--- src/rtl/rdi_sb_msg_arbiter_if.sv ---
`default_nettype none
// ============================================================================
//  Module      : rdi_sb_msg_arbiter_if
//  Description : Handshake bundle between the RDI bring-up blocks, the
//                sideband message arbiter and the sideband serializer.
//                Signal directions are named from the arbiter's point of view.
//  Ports       : i_tx_req_msg/valid  - state request from bring-up TX
//                i_rx_rsp_msg/valid  - state response from bring-up RX
//                o_sb_msg/valid      - message offered to the serializer
//                i_sb_ready/done     - serializer accept / finish pulses
//                o_tx_req_done       - request transmitted pulse
//                o_rx_rsp_done       - response transmitted pulse
//                o_rx_busy           - request pending or in flight
//                o_timeout           - in-flight message dropped pulse
//  Revision    : 1.0 - initial release
// ============================================================================
interface rdi_sb_msg_arbiter_if;
    logic [3:0] i_tx_req_msg;
    logic       i_tx_req_valid;
    logic [3:0] i_rx_rsp_msg;
    logic       i_rx_rsp_valid;
    logic [3:0] o_sb_msg;
    logic       o_sb_msg_valid;
    logic       i_sb_ready;
    logic       i_sb_done;
    logic       o_tx_req_done;
    logic       o_rx_rsp_done;
    logic       o_rx_busy;
    logic       o_timeout;

    // The arbiter itself.
    modport slave (
        input  i_tx_req_msg, i_tx_req_valid, i_rx_rsp_msg, i_rx_rsp_valid,
        input  i_sb_ready, i_sb_done,
        output o_sb_msg, o_sb_msg_valid, o_tx_req_done, o_rx_rsp_done,
        output o_rx_busy, o_timeout
    );

    // The surrounding logic (bring-up blocks plus serializer).
    modport master (
        output i_tx_req_msg, i_tx_req_valid, i_rx_rsp_msg, i_rx_rsp_valid,
        output i_sb_ready, i_sb_done,
        input  o_sb_msg, o_sb_msg_valid, o_tx_req_done, o_rx_rsp_done,
        input  o_rx_busy, o_timeout
    );
endinterface
`default_nettype wire

--- src/rtl/rdi_sb_msg_arbiter.sv ---
`default_nettype none
// ============================================================================
//  Module      : rdi_sb_msg_arbiter
//  Description : Captures RDI state requests (bring-up TX) and state
//                responses (bring-up RX) into one-deep pending slots and
//                serializes them one at a time onto the sideband message
//                port. Responses have fixed priority. Every transmission is
//                guarded by a timeout counter.
//  Ports       : lclk     - local clock
//                sys_rst  - asynchronous active-low reset
//                sb       - rdi_sb_msg_arbiter_if.slave handshake bundle
//  Parameters  : TIMEOUT_CYCLES - cycles allowed in SEND+WAIT_DONE (1..255)
//  Revision    : 1.0 - initial release
// ============================================================================
module rdi_sb_msg_arbiter #(
    parameter int TIMEOUT_CYCLES = 200
) (
    input  wire logic            lclk,
    input  wire logic            sys_rst,
    rdi_sb_msg_arbiter_if.slave  sb
);

    typedef enum logic [1:0] {
        ST_IDLE      = 2'd0,
        ST_SEND      = 2'd1,
        ST_WAIT_DONE = 2'd2,
        ST_COMPLETE  = 2'd3
    } state_t;

    // Counter value seen on the cycle the limit is reached.
    localparam logic [7:0] c_TIMEOUT_LAST = 8'(TIMEOUT_CYCLES - 1);

    state_t     r_state;
    logic       r_sel_rsp;      // 1: response owns the sideband, 0: request
    logic [7:0] r_cnt;

    logic       r_req_pend, r_rsp_pend;
    logic [3:0] r_req_msg,  r_rsp_msg;
    logic       r_req_vq,   r_rsp_vq;

    logic [3:0] r_sb_msg;
    logic       r_sb_msg_valid;
    logic       r_tx_done;
    logic       r_rx_done;
    logic       r_busy;
    logic       r_timeout;

    logic w_active, w_in_flight, w_finish;
    logic w_req_selected, w_rsp_selected;
    logic w_complete, w_timeout;
    logic w_req_load, w_rsp_load;
    logic w_req_cancel, w_rsp_cancel;
    logic w_req_drop, w_rsp_drop;
    logic w_req_pend_nxt, w_rsp_pend_nxt;
    logic w_req_eligible, w_rsp_eligible;
    logic w_busy_nxt;

    assign w_active       = (r_state != ST_IDLE);
    assign w_in_flight    = (r_state == ST_SEND) || (r_state == ST_WAIT_DONE);
    assign w_finish       = (r_state == ST_COMPLETE);
    assign w_req_selected = w_active && !r_sel_rsp;
    assign w_rsp_selected = w_active &&  r_sel_rsp;

    // Done only counts where it can actually finish the transfer; a done
    // pulse in SEND without ready is ignored like any stray pulse.
    assign w_complete = ((r_state == ST_SEND) && sb.i_sb_ready && sb.i_sb_done) ||
                        ((r_state == ST_WAIT_DONE) && sb.i_sb_done);
    assign w_timeout  = w_in_flight && (r_cnt == c_TIMEOUT_LAST) && !w_complete;

    // Capture on a rising valid edge with a legal message into an empty slot.
    assign w_req_load = sb.i_tx_req_valid && !r_req_vq &&
                        (sb.i_tx_req_msg != 4'd0) && !r_req_pend;
    assign w_rsp_load = sb.i_rx_rsp_valid && !r_rsp_vq &&
                        (sb.i_rx_rsp_msg != 4'd0) && !r_rsp_pend;

    // A source withdrawing its valid cancels its message unless it already
    // owns the sideband.
    assign w_req_cancel = r_req_pend && !sb.i_tx_req_valid && !w_req_selected;
    assign w_rsp_cancel = r_rsp_pend && !sb.i_rx_rsp_valid && !w_rsp_selected;

    assign w_req_drop = w_req_selected && (w_finish || w_timeout);
    assign w_rsp_drop = w_rsp_selected && (w_finish || w_timeout);

    assign w_req_pend_nxt = (w_req_cancel || w_req_drop) ? 1'b0 : (r_req_pend || w_req_load);
    assign w_rsp_pend_nxt = (w_rsp_cancel || w_rsp_drop) ? 1'b0 : (r_rsp_pend || w_rsp_load);

    // A slot being cancelled this cycle must not win arbitration.
    assign w_req_eligible = r_req_pend && sb.i_tx_req_valid;
    assign w_rsp_eligible = r_rsp_pend && sb.i_rx_rsp_valid;

    assign w_busy_nxt = w_req_pend_nxt || (w_req_selected && !(w_finish || w_timeout));

    always_ff @(posedge lclk or negedge sys_rst) begin
        if (!sys_rst) begin
            r_state        <= ST_IDLE;
            r_sel_rsp      <= 1'b0;
            r_cnt          <= 8'd0;
            r_req_pend     <= 1'b0;
            r_rsp_pend     <= 1'b0;
            r_req_msg      <= 4'd0;
            r_rsp_msg      <= 4'd0;
            r_req_vq       <= 1'b0;
            r_rsp_vq       <= 1'b0;
            r_sb_msg       <= 4'd0;
            r_sb_msg_valid <= 1'b0;
            r_tx_done      <= 1'b0;
            r_rx_done      <= 1'b0;
            r_busy         <= 1'b0;
            r_timeout      <= 1'b0;
        end else begin
            r_req_vq   <= sb.i_tx_req_valid;
            r_rsp_vq   <= sb.i_rx_rsp_valid;
            r_req_pend <= w_req_pend_nxt;
            r_rsp_pend <= w_rsp_pend_nxt;
            if (w_req_load) r_req_msg <= sb.i_tx_req_msg;
            if (w_rsp_load) r_rsp_msg <= sb.i_rx_rsp_msg;

            r_busy    <= w_busy_nxt;
            r_tx_done <= 1'b0;
            r_rx_done <= 1'b0;
            r_timeout <= 1'b0;

            case (r_state)
                ST_IDLE: begin
                    if (w_rsp_eligible) begin
                        r_sel_rsp      <= 1'b1;
                        r_sb_msg       <= r_rsp_msg;
                        r_sb_msg_valid <= 1'b1;
                        r_cnt          <= 8'd0;
                        r_state        <= ST_SEND;
                    end else if (w_req_eligible) begin
                        r_sel_rsp      <= 1'b0;
                        r_sb_msg       <= r_req_msg;
                        r_sb_msg_valid <= 1'b1;
                        r_cnt          <= 8'd0;
                        r_state        <= ST_SEND;
                    end
                end
                ST_SEND: begin
                    r_cnt <= r_cnt + 8'd1;
                    if (w_complete) begin
                        r_sb_msg_valid <= 1'b0;
                        r_state        <= ST_COMPLETE;
                    end else if (w_timeout) begin
                        r_sb_msg_valid <= 1'b0;
                        r_timeout      <= 1'b1;
                        r_state        <= ST_IDLE;
                    end else if (sb.i_sb_ready) begin
                        r_sb_msg_valid <= 1'b0;
                        r_state        <= ST_WAIT_DONE;
                    end
                end
                ST_WAIT_DONE: begin
                    r_cnt <= r_cnt + 8'd1;
                    if (w_complete) begin
                        r_state <= ST_COMPLETE;
                    end else if (w_timeout) begin
                        r_timeout <= 1'b1;
                        r_state   <= ST_IDLE;
                    end
                end
                ST_COMPLETE: begin
                    r_tx_done <= !r_sel_rsp;
                    r_rx_done <=  r_sel_rsp;
                    r_state   <= ST_IDLE;
                end
                default: r_state <= ST_IDLE;
            endcase
        end
    end

    assign sb.o_sb_msg       = r_sb_msg;
    assign sb.o_sb_msg_valid = r_sb_msg_valid;
    assign sb.o_tx_req_done  = r_tx_done;
    assign sb.o_rx_rsp_done  = r_rx_done;
    assign sb.o_rx_busy      = r_busy;
    assign sb.o_timeout      = r_timeout;

endmodule
`default_nettype wire

--- src/flat_wrapper.sv ---
// flat-port wrapper written by rule: the top's interface ports become plain ports
module rdi_sb_msg_arbiter_flat 
#(
    parameter int TIMEOUT_CYCLES = 200
)
  (lclk, sys_rst, sb_i_tx_req_msg, sb_i_tx_req_valid, sb_i_rx_rsp_msg, sb_i_rx_rsp_valid, sb_i_sb_ready, sb_i_sb_done, sb_o_sb_msg, sb_o_sb_msg_valid, sb_o_tx_req_done, sb_o_rx_rsp_done, sb_o_rx_busy, sb_o_timeout);
  rdi_sb_msg_arbiter_if sb_i ();
  input  wire logic lclk;
  input  wire logic sys_rst;
  input wire logic [$bits(sb_i.i_tx_req_msg)-1:0] sb_i_tx_req_msg;
  input wire logic [$bits(sb_i.i_tx_req_valid)-1:0] sb_i_tx_req_valid;
  input wire logic [$bits(sb_i.i_rx_rsp_msg)-1:0] sb_i_rx_rsp_msg;
  input wire logic [$bits(sb_i.i_rx_rsp_valid)-1:0] sb_i_rx_rsp_valid;
  input wire logic [$bits(sb_i.i_sb_ready)-1:0] sb_i_sb_ready;
  input wire logic [$bits(sb_i.i_sb_done)-1:0] sb_i_sb_done;
  output wire logic [$bits(sb_i.o_sb_msg)-1:0] sb_o_sb_msg;
  output wire logic [$bits(sb_i.o_sb_msg_valid)-1:0] sb_o_sb_msg_valid;
  output wire logic [$bits(sb_i.o_tx_req_done)-1:0] sb_o_tx_req_done;
  output wire logic [$bits(sb_i.o_rx_rsp_done)-1:0] sb_o_rx_rsp_done;
  output wire logic [$bits(sb_i.o_rx_busy)-1:0] sb_o_rx_busy;
  output wire logic [$bits(sb_i.o_timeout)-1:0] sb_o_timeout;
  assign sb_i.i_tx_req_msg = sb_i_tx_req_msg;
  assign sb_i.i_tx_req_valid = sb_i_tx_req_valid;
  assign sb_i.i_rx_rsp_msg = sb_i_rx_rsp_msg;
  assign sb_i.i_rx_rsp_valid = sb_i_rx_rsp_valid;
  assign sb_i.i_sb_ready = sb_i_sb_ready;
  assign sb_i.i_sb_done = sb_i_sb_done;
  assign sb_o_sb_msg = sb_i.o_sb_msg;
  assign sb_o_sb_msg_valid = sb_i.o_sb_msg_valid;
  assign sb_o_tx_req_done = sb_i.o_tx_req_done;
  assign sb_o_rx_rsp_done = sb_i.o_rx_rsp_done;
  assign sb_o_rx_busy = sb_i.o_rx_busy;
  assign sb_o_timeout = sb_i.o_timeout;
  rdi_sb_msg_arbiter #(.TIMEOUT_CYCLES(TIMEOUT_CYCLES)) u_core (.lclk(lclk), .sys_rst(sys_rst), .sb(sb_i));
endmodule
--- config.mk ---
export PLATFORM = sky130hd
export DESIGN_NAME = rdi_sb_msg_arbiter_flat
export DESIGN_NICKNAME = d
export VERILOG_FILES = /design/src/rtl/rdi_sb_msg_arbiter_if.sv /design/src/rtl/rdi_sb_msg_arbiter.sv /design/src/flat_wrapper.sv
export SDC_FILE = /design/constraint.sdc
export NUM_CORES = 1
export LEC_CHECK = 0
export BUFFER_PORTS_ARGS = -buffer_cell sky130_fd_sc_hd__clkbuf_2
export CAP_MARGIN = 20
export CORE_ASPECT_RATIO = 0.6
export CORE_MARGIN = 1
export CORE_UTILIZATION = 30
export DETAILED_ROUTE_END_ITERATION = 8
export SLEW_MARGIN = 5
export SYNTH_ARGS = -nofsm -noshare
export SYNTH_HDL_FRONTEND = slang
export SYNTH_SLANG_ARGS = --single-unit
--- constraint.sdc ---
create_clock -name lclk -period 2.1 [get_ports lclk]
set_input_delay 0.105 -clock lclk [delete_from_list [all_inputs] [get_ports lclk]]
set_output_delay 0.105 -clock lclk [all_outputs]
set_load 0.1 [all_outputs]
==> reports/qor_table.md <==
| Step | Item | Value |
|---|---|---|
| run status | Run status | complete, no violations |
| worst setup path | Worst Setup EP | u_core.r_state[1]$_DFFE_PN0P_ |
| synthesis | Area of the mapped netlist | 1600 um2 |
| placed design | Placed wire-length estimate | 2370 um |
| sta | Worst Clk Skew | 3.76 ps |
| drt | ANT nets after route | 0 |
| drt | First DRT Iteration DRCs | 61 |
| die | Area of the core | 5100 um2 |
| global route | Total gr overflow | 0 |
| drt | Final wirelength | 3270 um |
| clock tree | Maximum clock insertion buffer count | 2 |
| die | Floorplan die height | 58.6 um |
| worst setup path | Worst Path Buf+Inv | 1 |
| sta | Achievable frequency | 0.571 GHz |
| synthesis | Syn_area_per_cell | 11.3 um2 |
| power | Maximum vdd drop | 0.674 mV |
| hold path | Depth of the worst hold-timing path | 1 |
| die | Floorplan row count | 20 |
| synthesis | Net Count, Synth | 161 |
| worst setup path | Depth of the worst register-to-register path | 6 |
| hold path | Hold WC Path Type | in2reg |
| worst setup path | Slowest stage delay, CP | 400 ps |
| sta | Number of max-slew violations in the final report | 0 |
| final layout | Ratio of cells with drive above 1 in the final layout | 0.269 |
| synthesis | Part of the Yosys area used for sequential elements | 0.499 |
| worst setup path | R2R Path Start | u_core.r_state[0]$_DFFE_PN0P_ |
| synthesis | Number of unique standard cell types used by synthesis | 41 |
| global route | Initial antenna violation count | 0 |
| worst setup path | CP Data Arrival Time | 1930 ps |
| power | Total chip power | 0.00296 W |
| final layout | Number of diodes | 0 |
| synthesis | Number of enable flip-flop cells after synthesis | 0 |
| worst setup path | Type of origin of the critical path | flop |
| power | Internal power | 0.00160 W |
| power | Share of power burned in registers | 0.342 |
| clock tree | CTS tree | built |
| drt | Via count normalized by instance count | 4.95 |
| final layout | Number of nets at the end of the flow | 190 |
| sta | Min Clock Period, post-route | 1750 ps |
| synthesis | Cell count after synthesis | 142 |
| final layout | Summed area of non-filler cells in the final layout | 1910 um2 |
| synthesis | Synth top cells by count | sky130_fd_sc_hd__dfrtp_1 (32), sky130_fd_sc_hd__nand2_1 (13), sky130_fd_sc_hd__o21ai_0 (11) |
| die | Die footprint | 5650 um2 |
| worst setup path | Critical register-to-register path endpoint | u_core.r_state[1]$_DFFE_PN0P_ |
| placed design | Routability-driven placement congestion ratio | 0.863 |
| clock tree | Number of buffers added for setup after CTS | 0 |
| clock tree | CTS Buf Count | 5 |
| drt | Via total after detailed routing | 1173 |
| synthesis | Fraction of synthesized cell area taken by the top area cell type | 0.499 |
| worst setup path | Cell type group with the largest total delay on the critical path | compound AO/OA/AOI/OAI gates |
| clock tree | Cts repair resizes | 0 |
| synthesis | Number of synthesis warnings | 0 |
| global route | First-pass GRT wire length | 5440 um |
| worst setup path | Setup slack of the most critical reg-to-reg path | 350 ps |
| synthesis | Largest area contributor in the netlist | sky130_fd_sc_hd__dfrtp_1 |
| worst setup path | WS Path Type | reg2reg |
| sta | Setup total negative slack | 0 ps |
| power | Leakage power total | 0.891 nW |
| power | Switching power of the nets | 0.00137 W |
| drt | Drt pass-1 iters | 4 |
| die | Chip width | 96.4 um |
| drt | Drt drc | 0 |
| clock tree | Root Buffer | sky130_fd_sc_hd__clkbuf_8 |
| synthesis | Leading cell type by number of instances after synthesis | sky130_fd_sc_hd__dfrtp_1 |
| final layout | Layout overhead on the synthesized area | 18.9% |
| worst setup path | Number of cells on the critical path | 6 |
| synthesis | Top post-synthesis cells by area | sky130_fd_sc_hd__dfrtp_1 (50%), sky130_fd_sc_hd__mux2_2 (5.6%), sky130_fd_sc_hd__ha_1 (3.9%), sky130_fd_sc_hd__o21ai_0 (3.4%), sky130_fd_sc_hd__nand2_1 (3.0%) |
| sta | Finish-stage setup viols | 0 |
| power | Clk pwr share | 0.171 |
| run | Max capacitance violation total | 0 |
| global route | Maximum number of pins on one net before global-route repair | 33 |
| worst setup path | Setup crit start | u_core.r_state[0]$_DFFE_PN0P_ |
| global route | GRT Total Usage | 0.133 |
| drt | Per-cell routed wire length | 13.8 um |
| worst setup path | Cell-by-cell listing of the critical path | inv_1 -> ha_1 -> and4bb_1 -> o211ai_1 -> o21ai_0 -> o32ai_1 |
| clock tree | Clock transition at the registers of the reported paths | 70 ps |
| die | I/O Pins | 23 |
| placed design | Port Buffer Count | 22 |
| synthesis | Fraction of registers with async set/reset | 1.00 |
| worst setup path | Slowest stage cell, crit path | sky130_fd_sc_hd__dfrtp_1 |
| sta | Share of the clock period used by the worst path | 0.834 |
| worst setup path | Crit-path max FO | 4 |
| power | Combinational group share of total power | 0.486 |
| sta | Headroom to the max-slew limit | 0.468 |
| die | Initial cell density of the core | 0.314 |
| sta | Unrepaired setup endpoints after global routing | no |
| clock tree | Number of H-tree levels | 2 |
| synthesis | Number of synthesized register bits | 32 |
| clock tree | Clock insertion delay at the later pin of the skew report | 280 ps |
| power | Power Dens Cells | 1550 nW/um2 |
| sta | Measured slew at the worst slew-check pin | 797 ps |
| global route | Vias in the first global route | 1111 |
| clock tree | Hold buffers post-CTS | 2 |
| worst setup path | Worst EP required | 2280 ps |
| sta | Total count of hold-check failures in the final report | 0 |
| worst setup path | Kind of end point of the critical path | flop |
| placed design | Area post-placement | 1790 um2 |
| power | Sw Ratio | 0.461 |
| synthesis | Commonest register cell after synthesis | sky130_fd_sc_hd__dfrtp_1 |
| clock tree | Sink Count | 32 |
[logic make-up (layout without fill, tap and decap cells)]
| group | Yosys count | count (layout) | synth area share |
|---|---|---|---|
| simple gates | 47 | 47 | 0.186 |
| compound gates | 36 | 36 | 0.169 |
| flops | 32 | 32 | 0.499 |
| mux | 12 | 12 | 0.0811 |
| buf+inv | 10 | 39 | 0.0250 |
| fa+ha+maj | 5 | 5 | 0.0390 |
[power by group through the flow]
stage | registers (W) | clock network, W | logic [W]
5_1_grt | 0.00105 | 0.000556 | 0.00157
3_3_place_gp | 0.00102 | 0 | 0.00143
6_report | 0.00102 | 0.000508 | 0.00144
3_5_place_dp | 0.00102 | 0 | 0.00144
4_1_cts | 0.00101 | 0.000526 | 0.00144
2_1_floorplan | 0.00141 | 0 | 0.000738
[routing by layer]
layer,global-route usage,up-vias,share of wire
li1,-,578,-
met1,0.203,553,0.54
met2,0.164,37,0.37
met3,0.0439,5,0.071
met4,0.0630,0,0.017
met5,0,-,0
[layout make-up]
type	instances	area [um2]
repair buffers	25	138
clock buffers	7	96.3
well taps	66	82.6
flip-flops and latches	32	801
multi-input cells	100	763
fillers	520	3200
inverters	7	26.3
[state kept, by name (all words and copies together) (netlist names), 2 cells and up]
| signal | flops |
|---|---|
| u_core.r_cnt | 8 |
| u_core.r_req_msg | 4 |
| u_core.r_rsp_msg | 4 |
| u_core.r_state | 2 |
| u_core.sb.o_sb_msg | 4 |
[per-stage QoR]
| stage | hold slack (ps) | cells | utilization | setup WS, ps |
|---|---|---|---|---|
| final | 31.0 | 237 | 0.374 | 348 |
| after global routing | 21.0 | 237 | 0.374 | 197 |
| after CTS | 20.9 | 237 | 0.374 | 376 |
| after detailed placement | 249 | 228 | 0.351 | 400 |
| after global placement | 238 | 228 | 0.351 | 463 |
| after floorplan | -191 | 142 | - | 493 |
[cell usage in the layout (no fill, tap or decap), types with 5 or more instances in the layout]
cell type	netlist	final
sky130_fd_sc_hd__ha_1	5	5
sky130_fd_sc_hd__dfrtp_1	32	32
sky130_fd_sc_hd__clkbuf_2	0	22
sky130_fd_sc_hd__inv_1	7	7
sky130_fd_sc_hd__nand2_1	13	13
sky130_fd_sc_hd__mux2_2	8	8
sky130_fd_sc_hd__o21ai_0	11	11
sky130_fd_sc_hd__nor2_1	9	9
sky130_fd_sc_hd__clkbuf_8	0	7
[how the worst min path moves through the flow]
| stage | startpoint | endpoint | slack (ps) |
|---|---|---|---|
| final | sb_i_rx_rsp_valid | u_core.r_rsp_vq$_DFF_PN0_ | 30 |
| after CTS | sb_i_rx_rsp_valid | u_core.r_rsp_vq$_DFF_PN0_ | 20 |
| after detailed placement | sys_rst | u_core.r_cnt[0]$_DFFE_PN0P_ | 250 |
| after global routing | sb_i_rx_rsp_valid | u_core.r_rsp_vq$_DFF_PN0_ | 20 |
| after floorplan | sys_rst | u_core.r_cnt[0]$_DFFE_PN0P_ | -190 |
| after global placement | sys_rst | u_core.r_cnt[0]$_DFFE_PN0P_ | 240 |
No activity file was read; power rests on OpenSTA's default activity.
